File: src/rtl/bsk_input_pkg.sv
// rtl/bsk_input_pkg.sv - shared types, defaults and helpers for the PRD/PRM input reader
package bsk_input_pkg;

  // Scan sequence of the shared input bus
  typedef enum logic [2:0] {
    SEL_PRD,
    SMP_PRD,
    GAP_PRD,
    SEL_PRM,
    SMP_PRM,
    GAP_PRM
  } state_t;

  localparam int unsigned SETUP_CYCLES_DEF = 1;
  localparam int unsigned DEBOUNCE_CNT_DEF = 4;

  // Bits needed to hold values 0..max_val (never less than one bit)
  function automatic int unsigned cnt_width(input int unsigned max_val);
    return (max_val < 1) ? 1 : $clog2(max_val + 1);
  endfunction

endpackage

File: src/rtl/bsk_debounce16.sv
// rtl/bsk_debounce16.sv - whole-word debouncer for one 16-bit buffer bank
module bsk_debounce16
  import bsk_input_pkg::*;
#(
  parameter int unsigned DEBOUNCE_CNT = DEBOUNCE_CNT_DEF
) (
  input  logic        clk,
  input  logic        rst,
  input  logic        sample,
  input  logic [15:0] data,
  output logic [15:0] stable,
  output logic        loaded,
  output logic        changed
);

  localparam int unsigned CW = cnt_width(DEBOUNCE_CNT);
  localparam logic [CW-1:0] CNT_MAX = CW'(DEBOUNCE_CNT);

  logic [CW-1:0] cnt;
  logic [CW-1:0] cnt_nxt;
  logic [15:0]   last;
  logic          hit;

  // Run length of identical samples; cnt==0 means nothing sampled yet
  always_comb begin
    cnt_nxt = cnt;
    hit     = 1'b0;
    if (sample) begin
      if (cnt == '0 || data != last) begin
        cnt_nxt = CW'(1);
      end else if (cnt != CNT_MAX) begin
        cnt_nxt = cnt + CW'(1);
      end
      hit = (cnt_nxt == CNT_MAX);
    end
  end

  // Track the last sample and load the stable word once the run is long enough
  always_ff @(posedge clk or posedge rst) begin
    if (rst) begin
      cnt     <= '0;
      last    <= '0;
      stable  <= '0;
      loaded  <= 1'b0;
      changed <= 1'b0;
    end else begin
      changed <= 1'b0;
      if (sample) begin
        cnt  <= cnt_nxt;
        last <= data;
      end
      if (hit) begin
        stable  <= data;
        loaded  <= 1'b1;
        changed <= (data != stable);
      end
    end
  end

endmodule

File: src/rtl/bsk_input_reader.sv
// rtl/bsk_input_reader.sv - time-multiplexed PRD/PRM bus reader with debounced outputs
module bsk_input_reader
  import bsk_input_pkg::*;
#(
  parameter int unsigned SETUP_CYCLES = SETUP_CYCLES_DEF,
  parameter int unsigned DEBOUNCE_CNT = DEBOUNCE_CNT_DEF
) (
  input  logic        clk,
  input  logic        rst,
  input  logic [15:0] iData,
  output logic        oOePrd,
  output logic        oOePrm,
  output logic [15:0] oPrd,
  output logic [15:0] oPrm,
  output logic        oValid,
  output logic        oChange
);

  localparam int unsigned SW = cnt_width(SETUP_CYCLES);
  localparam logic [SW-1:0] SETUP_LAST = SW'(SETUP_CYCLES - 1);

  state_t        state;
  state_t        state_nxt;
  logic [SW-1:0] setup_cnt;
  logic [SW-1:0] setup_nxt;
  logic          oe_prd_nxt;
  logic          oe_prm_nxt;
  logic          prd_loaded;
  logic          prm_loaded;
  logic          prd_changed;
  logic          prm_changed;

  // Next state, setup timing and next OE values; the GAP states give bus turnaround
  always_comb begin
    state_nxt = state;
    setup_nxt = '0;
    case (state)
      SEL_PRD: begin
        if (setup_cnt == SETUP_LAST) state_nxt = SMP_PRD;
        else                         setup_nxt = setup_cnt + SW'(1);
      end
      SMP_PRD: state_nxt = GAP_PRD;
      GAP_PRD: state_nxt = SEL_PRM;
      SEL_PRM: begin
        if (setup_cnt == SETUP_LAST) state_nxt = SMP_PRM;
        else                         setup_nxt = setup_cnt + SW'(1);
      end
      SMP_PRM: state_nxt = GAP_PRM;
      GAP_PRM: state_nxt = SEL_PRD;
      default: state_nxt = SEL_PRD;
    endcase
    oe_prd_nxt = (state_nxt == SEL_PRD) || (state_nxt == SMP_PRD);
    oe_prm_nxt = (state_nxt == SEL_PRM) || (state_nxt == SMP_PRM);
  end

  // State register with registered, glitch-free OE strobes
  always_ff @(posedge clk or posedge rst) begin
    if (rst) begin
      state     <= GAP_PRM;
      setup_cnt <= '0;
      oOePrd    <= 1'b0;
      oOePrm    <= 1'b0;
    end else begin
      state     <= state_nxt;
      setup_cnt <= setup_nxt;
      oOePrd    <= oe_prd_nxt;
      oOePrm    <= oe_prm_nxt;
    end
  end

  bsk_debounce16 #(.DEBOUNCE_CNT(DEBOUNCE_CNT)) u_prd (
    .clk     (clk),
    .rst     (rst),
    .sample  (state == SMP_PRD),
    .data    (iData),
    .stable  (oPrd),
    .loaded  (prd_loaded),
    .changed (prd_changed)
  );

  bsk_debounce16 #(.DEBOUNCE_CNT(DEBOUNCE_CNT)) u_prm (
    .clk     (clk),
    .rst     (rst),
    .sample  (state == SMP_PRM),
    .data    (iData),
    .stable  (oPrm),
    .loaded  (prm_loaded),
    .changed (prm_changed)
  );

  assign oValid  = prd_loaded & prm_loaded;
  assign oChange = prd_changed | prm_changed;

endmodule

File: config.mk
export PLATFORM = sky130hd
export DESIGN_NAME = bsk_input_reader
export DESIGN_NICKNAME = d
export VERILOG_FILES = /design/src/rtl/bsk_input_pkg.sv /design/src/rtl/bsk_debounce16.sv /design/src/rtl/bsk_input_reader.sv
export SDC_FILE = /design/constraint.sdc
export NUM_CORES = 1
export LEC_CHECK = 0
export ABC_AREA = 0
export CAP_MARGIN = 15
export CORE_MARGIN = 2
export CORE_UTILIZATION = 50
export CTS_CLUSTER_DIAMETER = 50
export DETAILED_ROUTE_END_ITERATION = 10
export HOLD_SLACK_MARGIN = 0.02
export PLACE_DENSITY = 0.81
export REMOVE_ABC_BUFFERS = 1
export SKIP_CTS_REPAIR_TIMING = 1
export SLEW_MARGIN = 20
export SYNTH_ARGS = -nofsm -noshare
export SYNTH_HDL_FRONTEND = slang
export SYNTH_HIERARCHICAL = 1
export SYNTH_SLANG_ARGS = --single-unit
File: constraint.sdc
create_clock -name clk -period 2.2 [get_ports clk]
set_input_delay 0.33 -clock clk [delete_from_list [all_inputs] [get_ports clk]]
set_output_delay 0.33 -clock clk [all_outputs]
set_load 0.03 [all_outputs]
==> metrics.yaml <==
detailed_routing:
  via_per_inst: 5.37
  wirelength_um: 8800
  drtPass1Iterations: 4
  num_vias: 2741
  ant_nets: 0
  route.detailed.wl_per_inst_um: 17.2
  drc: 0
  drt_iter0_drc: 82
layout:
  nets: 426
  fin_cells: 510
  multi_input_area_um2: 2000
  stdcell_area_um2: 5160
  antenna_cells: 0
  areaGrowthSynthToFinish_pct: 27.0
  fillers: 604
  register_area_um2: 1980
  drive_gt1_share_pct: 32.1
synth:
  synth_edf_count: 0
  ys_seq_area_share_pct: 48.7
  netlist_area_um2: 4070
  synth_area_leaders: "dfrtp_1 47%, mux2_2 12%, xnor2_1 11%"
  netlist_top_cells_count: "77 x dfrtp_1, 51 x xnor2_1, 42 x mux2_2, 18 x mux2_4, 14 x nand4_1"
  synth_top_area_share_pct: 47.4
  yosysTopAreaCell: "dfrtp_1"
  synth_cell_type_count: 39
  synthArstFlopShare_pct: 100
  synth.avg_cell_area_um2: 12.9
  ys_warn_count: 6
  synth_flop_cell: "dfrtp_1"
  ys_ff_latch: 79
  synthCells: 315
  synth_most_common_cell: "dfrtp_1"
global_route:
  overflow: 0
  antenna_found_initial: 0
  grt_pass1_wl_um: 14600
  grt_pass1_vias: 2873
  grtUsageTotal_pct: 21.7
  grt_max_degree: 38
timing:
  slew_violations: 0
  skew_ps: 11.5
  worst_slew_pin_slew_ps: 513
  period_minus_slack_ps: 2140
  hold_viol: 0
  rsz0062_at_grt: "no"
  slew_headroom_pct: 65.8
  period_share_pct: 97.1
  max_freq_mhz: 468
  finalSetupViolCount: 0
cts:
  tritoncts: "yes"
  cts_root_buf: "clkbuf_8"
  htree_levels: 3
  cts_made_buffers: 9
  clock_latency_ps: 350
  ctsLongestPathBuffers: 2
  cts.sinks: 79
  clk_transition_reported_paths_ps: 90
setup_path:
  endpoint_kind: "flop"
  worstPathRequired_ps: 2430
  cp.arrival_ps: 2370
  critPathKind: "flop to flop"
  reg2reg_slack_ps: 60
  startpoint_type: "flop"
  crit_fanout: 13
die:
  num_rows: 32
  dieArea_um2: 8870
  pin_count: 54
  die_y_um: 94.2
  die_w_um: 94.2
  start_util_pct: 52.1
  core-area_um2: 7810
place:
  placedInstanceArea_um2: 4950
  place.gp.congestion: 0.784
  numPortBuffers: 53
  dp_cells: 494
  place.detailed.hpwl_um: 6370
job:
  timing.max_cap.violations: 0
power_and_ir_drop:
  ir_drop_uv: 387
  p_total_uw: 2840
  p_leak_uw: 0.00223
  power_density_nw_per_um2: 550
outcome:
  status: "complete, no violations"
hold_path:
  hold_class: "primary input to async pin"
[final timing paths]
check,startpoint,to,depth (start not counted)
hold / removal,rst,oOePrd$_DFF_PP0_,2
max in group asynchronous,rst,u_prm/last[7]$_DFFE_PP0P_,3
min in group clk,u_prm/loaded$_DFFE_PP0P_,u_prm/loaded$_DFFE_PP0P_,1
setup reg to reg,u_prm/cnt[0]$_DFFE_PP0P_,u_prm/stable[0]$_DFFE_PP0P_,7
setup / recovery,u_prm/cnt[0]$_DFFE_PP0P_,u_prm/stable[0]$_DFFE_PP0P_,7
hold reg to reg,u_prm/loaded$_DFFE_PP0P_,u_prm/loaded$_DFFE_PP0P_,1
[metal layers]
layer / vias to the layer above / track usage (%) / part of all wire, %
met4: 0 / 11.2 / 3.4
met5: - / 0 / 0
met3: 23 / 4.09 / 4.2
met2: 64 / 33.7 / 46
met1: 1377 / 29.0 / 46
li1: 1277 / - / -
[layout make-up]
| type | instances | area share (%) |
|---|---|---|
| clock inverters | 5 | 1.16 |
| clock buffers | 10 | 2.47 |
| multi-input cells | 212 | 38.7 |
| well taps | 102 | 2.47 |
| inverters | 15 | 1.09 |
| flip-flops and latches | 79 | 38.4 |
| repair buffers | 87 | 15.7 |
[worst max-delay path, stage by stage, from the launching register on]
cell      delay [ps]
dfrtp_1          400
inv_1             70
ha_2             200
or3_4            380
a221oi_4         330
nand4_4          140
buf_12           190
mux2_4           300
[where the power goes]
part / internal, µW / total, µW / switching, µW
clock network: 518 / 1050 / 532
logic: 136 / 290 / 154
registers: 1480 / 1500 / 18.7
[state kept, by name (all words and copies together) (netlist names), 3 cells and up]
name and count:
u_prd/last 16, u_prd/stable 16, u_prd/cnt 3, u_prm/stable 16, u_prm/cnt 3, u_prm/last 16
state 3
[cell usage in the layout (no fill, tap or decap), types with 11 or more instances in the layout]
| cell | netlist | final |
|---|---|---|
| clkdlybuf4s50_1 | 0 | 53 |
| inv_1 | 13 | 12 |
| buf_4 | 0 | 32 |
| xor2_1 | 11 | 11 |
| nand2_1 | 13 | 13 |
| dfrtp_1 | 77 | 77 |
| mux2_2 | 42 | 42 |
| mux2_4 | 18 | 18 |
| nand4_1 | 14 | 14 |
| xnor2_1 | 51 | 51 |
[metrics by stage]
step           utilization [%]  setup slack, ps  hold slack (ps)  TNS (ps)
2_1_floorplan                -            -1450              107    -45430
3_3_place_gp              63.4             -236              441     -6950
3_5_place_dp              63.4             -272              451     -7790
4_1_cts                   65.8            -26.9              233      -211
5_1_grt                   66.1             2.36              273         0
6_report                  66.1             62.8              234         0
[cells by family (layout without fill, tap and decap cells)]
family,count (synthesis),after routing,synth area share [%]
AOI/OAI and AO/OA,24,24,4.86
xor gates and xnor gates,62,62,13.4
adders and majority gates,4,4,1.23
buffers and inverters,24,117,2.62
DFF,79,79,48.7
muxes,60,60,18.3
and+or+nand+nor,62,62,11.0
(Power assumes the default switching activity.)
==> patch, RTL diff (same settings) <==
Register the outputs `oValid` and `oChange`, with the module's reset; this adds one clock of latency there. The other outputs are not delayed to match.
--- a/src/rtl/bsk_input_reader.sv
+++ b/src/rtl/bsk_input_reader.sv
@@ -90,4 +90,11 @@
 
-  assign oValid  = prd_loaded & prm_loaded;
-  assign oChange = prd_changed | prm_changed;
+  always_ff @(posedge clk or posedge rst) begin
+    if (rst) begin
+      oValid  <= '0;
+      oChange <= '0;
+    end else begin
+      oValid  <= prd_loaded & prm_loaded;
+      oChange <= prd_changed | prm_changed;
+    end
+  end
 
Behaviour: no difference found for any inputs over 10 cycles, from zero or initial values and one cycle with rst high; that may be too few to reach the edited logic, so the function may still have changed.
==> patch against the unedited design <==
The run now ends with setup timing left; wire length is 9.2% higher; setup slack got worse by 69 ps; design area increased by 4.4%; sequential cell count increased by 2; worst hold slack gained 18 ps; global-route usage hardly changed; total power up 8.9%; area after synthesis increased by 1.2%; largest power group unchanged.
==> patch: results (changes against the unedited design) <==
- YS warnings: 6 (unchanged)
- Vias in the first global route: 2851 (-0.77%)
- Outcome: complete, but fails checks
- Worst Path Max Fanout: 4 (-9)
- Gpl congestion: 0.823 (+4.9%)
- Final net count: 434 (+1.9%)
- Place WS: -267 ps (+5.32 ps)
- Skew-Pair Late Insertion Delay: 360 ps
- CP arrival: 2450 ps (+80 ps)
- DR WL/cell: 18.4 um (+6.7%)
- Adder-Cell Fraction of Synth Area: 1.22% (-0.015 points)
- Antenna fix cells: 0 (unchanged)
- Synth Area per Inst: 13.0 um2 (+0.59%)
- Avg Vias per Cell: 5.32 (-1.0%)
- Worst reg2reg startpoint: u_prd/cnt[0]
- Area after DPL: 0.00500 mm2 (+1.1%)
- Routed vias: 2777 (+1.3%)
- Worst-Margin Slew: 515 ps (+1.94 ps)
- VDD IR max: 394 uV (+1.7%)
- CP peak stage delay: 420 ps (+20 ps)
- XOR/XNOR Fraction of Synth Area: 13.2% (-0.16 points)
- Final Setup Violations: 4 (+4)
- Sw Ratio: 23.5% (-1.3 points)
- Complex-gate fraction of the synthesized area: 4.80% (-0.059 points)
- Area contributors post-synth: dfrtp_1 (48%), mux2_2 (11%), xnor2_1 (11%)
- DP HPWL: 6380 um (about the same)
- Commonest cells in the netlist: dfrtp_1 (79), xnor2_1 (51), mux2_2 (42)
- Clock group: 1.26 mW (+20%)
- Violated checks: setup timing
- Worst setup path end: u_prd/stable[12]
- WHS: 252 ps (+17.9 ps)
- Comb pwr share: 9.6% (-0.6 points)
- Initial DRC count: 141 (+72%)
- Placed Cells: 499 (+1.0%)
- Tot Pwr: 3.09 mW (+8.9%)
- Post-Route Skew: 11.4 ps (-0.0840 ps)
- Share of layout cells above drive strength 1: 34.3% (+2.2 points)
- Sequential element share of the synthesized area: 49.3% (+0.62 points)
- Setup ws final: -6.68 ps (-69.5 ps)
- Total global-route track usage: 21.7% (about the same)
- Setup TNS: -10.9 ps (-10.9 ps)
- First-pass GRT wire length: 14500 um (-0.80%)
- Mux cell area share after synthesis: 18.1% (-0.22 points)
- Static Leak: 2.36 nW (+5.6%)
## patch: cell count changes in the layout (fill, tap and decap cells not counted), moves of 2 or more
| cell | change |
|---|---|
| buf_4 | +3 |
| clkbuf_16 | +3 |
| clkbuf_8 | +2 |
| clkinv_4 | +2 |
| clkinvlp_4 | -4 |
| dfrtp_1 | +2 |
| ha_1 | -2 |
| ha_4 | +2 |
| inv_1 | -2 |
| inv_2 | +2 |
## patch: layout make-up
| type | count | area, um2 |
|---|---|---|
| fill | 609 | 2710 |
| sequential | 81 | 2030 |
| multi-input combinational | 212 | 2020 |
| timing repair buffer | 93 | 908 |
| clock buffer | 11 | 151 |
| tap | 105 | 131 |
| clock inverter | 5 | 86.3 |
| inverter | 15 | 56.3 |
## patch: layer usage
layer / up-vias / track usage [%] / share of wire, %
li1: 1296 / - / -
met1: 1405 / 28.5 / 45
met2: 60 / 35.9 / 50
met3: 16 / 3.75 / 3.2
met4: 0 / 8.70 / 2.2
met5: - / 0 / 0
